$ cat src/rtl/rv_bus_arb.sv
// rv_bus_arb: arbiter for the shared memory bus between instruction fetch and
// load/store. Data has priority; a saturating starvation counter forces a fetch
// grant after STARVE_MAX consecutive data grants while fetch waits. One
// transaction is outstanding at a time. Bus outputs are registered at grant.
// Optional build macro RV_BUS_ARB_TIMEOUT_EN adds o_bus_err and a watchdog
// that aborts a grant after TIMEOUT_CYC cycles without i_bus_ack.
module rv_bus_arb #(
    parameter int ADDR_W      = 32,
    parameter int DATA_W      = 32,
    parameter int STARVE_MAX  = 4,
    parameter int TIMEOUT_CYC = 255
) (
    input  logic                i_clk,
    input  logic                i_reset_n,
    input  logic                i_fetch_req,
    input  logic [ADDR_W-1:0]   i_fetch_addr,
    output logic                o_fetch_ack,
    output logic [DATA_W-1:0]   o_fetch_rdata,
    input  logic                i_data_req,
    input  logic                i_data_we,
    input  logic [DATA_W/8-1:0] i_data_sel,
    input  logic [ADDR_W-1:0]   i_data_addr,
    input  logic [DATA_W-1:0]   i_data_wdata,
    output logic                o_data_ack,
    output logic [DATA_W-1:0]   o_data_rdata,
    output logic                o_bus_req,
    output logic                o_bus_we,
    output logic [DATA_W/8-1:0] o_bus_sel,
    output logic [ADDR_W-1:0]   o_bus_addr,
    output logic [DATA_W-1:0]   o_bus_wdata,
    input  logic                i_bus_ack,
    input  logic [DATA_W-1:0]   i_bus_rdata,
    output logic                o_busy
`ifdef RV_BUS_ARB_TIMEOUT_EN
    ,
    output logic                o_bus_err
`endif
);

    typedef enum logic [1:0] {
        IDLE      = 2'd0,
        GNT_FETCH = 2'd1,
        GNT_DATA  = 2'd2
    } state_t;

    localparam logic [3:0] STARVE_LIM = 4'(STARVE_MAX);
    localparam logic [7:0] TMO_LIM    = 8'(TIMEOUT_CYC);

    // Reject parameter values the counters cannot represent.
    if (STARVE_MAX < 1 || STARVE_MAX > 15 || TIMEOUT_CYC < 1 || TIMEOUT_CYC > 255) begin : g_param_check
        $error("rv_bus_arb: STARVE_MAX must be 1..15 and TIMEOUT_CYC 1..255");
    end

    state_t     state, next_state;
    logic [3:0] starve_cnt;
    logic       launch_fetch, launch_data, done;
    logic       timeout;

`ifdef RV_BUS_ARB_TIMEOUT_EN
    logic [7:0] tmo_cnt;

    // A real ack in the same cycle always beats the watchdog.
    assign timeout   = (state != IDLE) && !i_bus_ack && (tmo_cnt == TMO_LIM);
    assign o_bus_err = timeout;

    // Watchdog: cleared on every launch, counts stalled grant cycles.
    always_ff @(posedge i_clk or negedge i_reset_n) begin
        if (!i_reset_n) begin
            tmo_cnt <= '0;
        end else if (launch_fetch || launch_data) begin
            tmo_cnt <= '0;
        end else if (state != IDLE && !i_bus_ack && tmo_cnt != TMO_LIM) begin
            tmo_cnt <= tmo_cnt + 8'd1;
        end
    end
`else
    assign timeout = 1'b0;
`endif

    // Arbitration and grant completion; launch/done strobes feed the registers.
    always_comb begin
        // NOTE: every always_comb output gets a default first so no path leaves it unassigned (no latch).
        next_state   = state;
        launch_fetch = 1'b0;
        launch_data  = 1'b0;
        done         = 1'b0;
        case (state)
            IDLE: begin
                if (i_data_req && !(i_fetch_req && starve_cnt == STARVE_LIM)) begin
                    next_state  = GNT_DATA;
                    launch_data = 1'b1;
                end else if (i_fetch_req) begin
                    next_state   = GNT_FETCH;
                    launch_fetch = 1'b1;
                end
            end
            GNT_FETCH, GNT_DATA: begin
                if (i_bus_ack || timeout) begin
                    next_state = IDLE;
                    done       = 1'b1;
                end
            end
            default: next_state = IDLE;
        endcase
    end

    // State register; async reset abandons any grant in flight.
    always_ff @(posedge i_clk or negedge i_reset_n) begin
        // NOTE: sequential state uses non-blocking assignment so all registers update from pre-edge values.
        if (!i_reset_n) state <= IDLE;
        else            state <= next_state;
    end

    // Starvation counter: counts data grants that jumped a waiting fetch.
    always_ff @(posedge i_clk or negedge i_reset_n) begin
        if (!i_reset_n) begin
            starve_cnt <= '0;
        end else if (launch_fetch) begin
            starve_cnt <= '0;
        end else if (launch_data && i_fetch_req && starve_cnt != STARVE_LIM) begin
            starve_cnt <= starve_cnt + 4'd1;
        end
    end

    // Bus outputs: captured from the winner on the grant edge, held until done.
    always_ff @(posedge i_clk or negedge i_reset_n) begin
        if (!i_reset_n) begin
            o_bus_req   <= 1'b0;
            o_bus_we    <= 1'b0;
            o_bus_sel   <= '0;
            o_bus_addr  <= '0;
            o_bus_wdata <= '0;
        end else if (launch_data) begin
            o_bus_req   <= 1'b1;
            o_bus_we    <= i_data_we;
            o_bus_sel   <= i_data_sel;
            o_bus_addr  <= i_data_addr;
            o_bus_wdata <= i_data_wdata;
        end else if (launch_fetch) begin
            o_bus_req   <= 1'b1;
            o_bus_we    <= 1'b0;
            o_bus_sel   <= '1;
            o_bus_addr  <= i_fetch_addr;
            o_bus_wdata <= '0;
        end else if (done) begin
            o_bus_req   <= 1'b0;
        end
    end

    assign o_fetch_ack   = (state == GNT_FETCH) && (i_bus_ack || timeout);
    assign o_data_ack    = (state == GNT_DATA)  && (i_bus_ack || timeout);
    assign o_fetch_rdata = i_bus_rdata;
    assign o_data_rdata  = i_bus_rdata;
    assign o_busy        = (state != IDLE);

endmodule

$ cat config.mk
export PLATFORM = sky130hd
export DESIGN_NAME = rv_bus_arb
export DESIGN_NICKNAME = d
export VERILOG_FILES = /design/src/rtl/rv_bus_arb.sv
export SDC_FILE = /design/constraint.sdc
export NUM_CORES = 1
export LEC_CHECK = 0
export CAP_MARGIN = 5
export CORE_UTILIZATION = 32
export CTS_CLUSTER_DIAMETER = 80
export DETAILED_ROUTE_END_ITERATION = 10
export GPL_ROUTABILITY_DRIVEN = 0
export PLACE_DENSITY = 0.87
export SLEW_MARGIN = 25
export SYNTH_ARGS = -nofsm -noshare
export SYNTH_HDL_FRONTEND = slang
export SYNTH_SLANG_ARGS = --single-unit
$ cat constraint.sdc
create_clock -name i_clk -period 1.6 [get_ports i_clk]
set_input_delay 0.48 -clock i_clk [delete_from_list [all_inputs] [get_ports i_clk]]
set_output_delay 0.48 -clock i_clk [all_outputs]
set_load 0.01 [all_outputs]
==> metrics.md <==
| Metric | Value |
|---|---|
| Syn avg cell area | ~10 um2 |
| Crit path buf inv count | 2 |
| Final hold vios | 0 |
| YS warnings | 0 |
| Leakage | 0.00264 uW |
| DIE AREA | around 12000 um2 |
| Minimum clock period | about 1.7 ns |
| CP Capture Point | o_data_ack |
| Final nets | between 600 and 700 |
| Syn Nets | between 500 and 600 |
| Grt ovf | 0 |
| Core area | between 10000 and 15000 um2 |
| Setup ws final | -0.105 ns |
| First-pass GRT wire length | approximately 18000 um |
| DP Wirelength | 8070 um |
| Final non-filler cell total | 663 |
| Crit-path max cell delay | around 0.41 ns |
| Failing checks | DRC, setup timing |
| Critical R2R Capture | o_bus_addr[22] |
| Critical path startpoint | state[0] |
| # rows | 39 |
| Drt wl/cell | between 15 and 20 um |
| Crit path max-delay family | flip-flops |
| Crit path depth | 4 |
| WL final | between 10000 and 15000 um |
| Sink Count | 76 |
| Reg2Reg Depth | 7 |
| Clk root buf | clkbuf_16 |
| Starting DRT DRC Count | 266 |
| Number of detailed-route iterations in the first pass | 8 |
| RSZ-0062 raised after global routing | yes |
| Worst slew margin | approximately 73% |
| Reg2reg setup slack | -0.02 ns |
| Share of layout cells above drive strength 1 | roughly 16% |
| Filler cells | 1047 |
| Final Cycle Share | 107% |
| Vias in the first global route | ~3500 |
| Slew Limit Fails | 0 |
| Mapped Cells | roughly 380 |
| Ys flop type | dfrtp_1 |
| Clk slew on worst S/H paths | about 0.060 ns |
| CTS HTree Levels | 3 |
| CP endpoint kind | output pin |
| Pre-CTS WS | -0.561 ns |
| Worst slew pin tran | around 0.4 ns |
| Outcome | finished with violations |
| Fmax | slightly below 600 MHz |
| CTS buffer count | 9 |
| Global-route usage over all layers | between 10% and 20% |
| Layout area overhead | 57.6% |
| Drc violations | 40 |
| Largest net degree at the start of global routing | just under 80 |
| Worst Path Max Fanout | 3 |
| Data arrival, critical path | around 1.2 ns |
| VDD IR max | between 0.0007 and 0.0008 V |
| EDFF count, synth | 0 |
| Starting Density | 33.1% |
| Fin Clk Skew | around 0.0085 ns |
| CP required | between 1 and 1.5 ns |
| Post-detailed-route count of antenna-violating nets | 0 |
| Crit start category | flip-flop |
| Register bit total from synthesis | 76 |
| Initial antenna violation count | 1 |
| Die Span Y | approximately 110 um |
| Netlist cell types | 32 |
| Max-cap violations | 0 |
| Worst-Skew Late Latency | around 0.34 ns |
| Via Count | between 3000 and 4000 |
| R2r startpoint | state[0] |
| CTS tree | yes |
| Worst Hold Class | in -> async |
| I/O Pins | 275 |
| Clk buf depth | 2 |
| Port Buffers | approximately 180 |
| Seq/Total Area, Yosys | between 40% and 50% |
| Crit Path Class | reg -> out |
| Setup violators final | 13 |
| Vias per cell | between 5 and 6 |
| Die W | 111 um |
| Power per cell area | 1760 nW/um2 |
| Synthesized cell area | ~3800 um2 |
| FFs w/ async S/R, synth | between 90% and 100% |
| Critical-path cell list | inv_2 -> ha_2 -> and2_4 -> buf_6 |
| Critical-path top delay cell | dfrtp_1 |
| Placed Cells | between 600 and 700 |
[through the flow]
step / cell area [um2] / power [uW] / util (%) / hold slack (ns) / setup TNS, ns
2_1_floorplan: 3810 / 5840 / - / 0.184 / 0
3_3_place_gp: 5400 / 8310 / 46.8 / 0.462 / -24.25
3_5_place_dp: 5400 / 8490 / 46.8 / 0.470 / -27.15
4_1_cts: 5720 / 10100 / 49.7 / 0.178 / -0.351
5_1_grt: 6010 / 11200 / 52.2 / 0.196 / -2.84
6_report: 6010 / 10600 / 52.2 / 0.170 / -0.354
[Yosys cell counts, types with 5 or more instances]
master / number / area (um2)
buf_4: 66 / 495
clkbuf_1: 6 / 22.5
a31oi_1: 32 / 200
a22o_1: 34 / 298
nor2_1: 33 / 124
o21ai_0: 22 / 110
inv_1: 6 / 22.5
a21oi_1: 34 / 170
buf_2: 15 / 75.1
ha_1: 5 / 62.6
nand2_1: 8 / 30.0
dfrtp_1: 76 / 1900
o21ai_1: 13 / 65.1
[cells by family after synthesis]
kind of cell | share of synthesized area (%)
AO/OA/AOI/OAI | 24.1
adder cells (fa/ha/maj) | 1.64
buffers and inverters | 17.3
flip-flops | 49.9
multiplexers | 0.263
AND/OR/NAND/NOR | 6.73
[final cells by class]
class                      count  area, um2  area share, %
clock buffer                  13        260           4.33
tap                          143        179           2.98
multi-input combinational    204       1410           23.4
clock inverter                 2       10.0          0.167
timing repair buffer         218       2220           37.0
sequential                    76       1900           31.7
antenna                        1       2.50         0.0417
inverter                       6       22.5          0.375
[layout by cell type (no fill, tap or decap), drive strengths merged]
cell type and count:
a31oi 32, a21oi 34, diode 1, o22ai 1
nand2 9, dlygate4sd2 71, nor2b 1, o21ai 35
dfrtp 76, a211o 1, buf 40, dlymetal6s2s 2
nand3 1, nor2 35, and2 3, nand3b 1
a22o 34, nand4b 1, a32o 1, o311ai 1
and4b 1, clkdlybuf4s50 101, o21a 1, clkbuf 17
mux2i 1, inv 6, o22a 4, ha 5
nand4 1, or4 1, clkinv 2
[report_power, final]
part | internal [uW] | switching (uW)
registers | 2790 | 472
logic | 2750 | 2680
clock network | 1120 | 758
[registers in the layout, indices dropped and copies added (netlist names)]
signal       cells
o_bus_sel        4
o_bus_wdata     32
state            2
o_bus_addr      32
o_bus_we         1
o_bus_req        1
starve_cnt       4
[what timing repair did]
item | 4_1_cts | 5_1_grt
pin swaps | 2 | 16
setup endpoints to repair | 147 | 43
setup buffers | 5 | 3
gates resized for setup | 110 | 36
hold buffers | 0 | 0
gates cloned | 1 | 5
[routing by layer]
metal	vias to the layer above	share of wire [%]	track usage, %
met3	28	8.0	5.14
met2	198	51	32.6
li1	1568	-	-
met5	-	0	0
met1	1658	38	21.2
met4	0	2.5	9.82
[worst min path at each step]
stage                          from        endpoint  slack [ns]  cells after the start
after floorplan           i_reset_n   o_bus_addr[0]        0.18                      0
after global placement    o_bus_req       o_bus_req        0.46                      2
after detailed placement  o_bus_req       o_bus_req        0.47                      2
after CTS                 i_reset_n        o_bus_we        0.18                      2
after global routing      i_reset_n        o_bus_we        0.20                      2
final                     i_reset_n  o_bus_addr[25]        0.17                      2
Power figures use the tool's default switching activity.
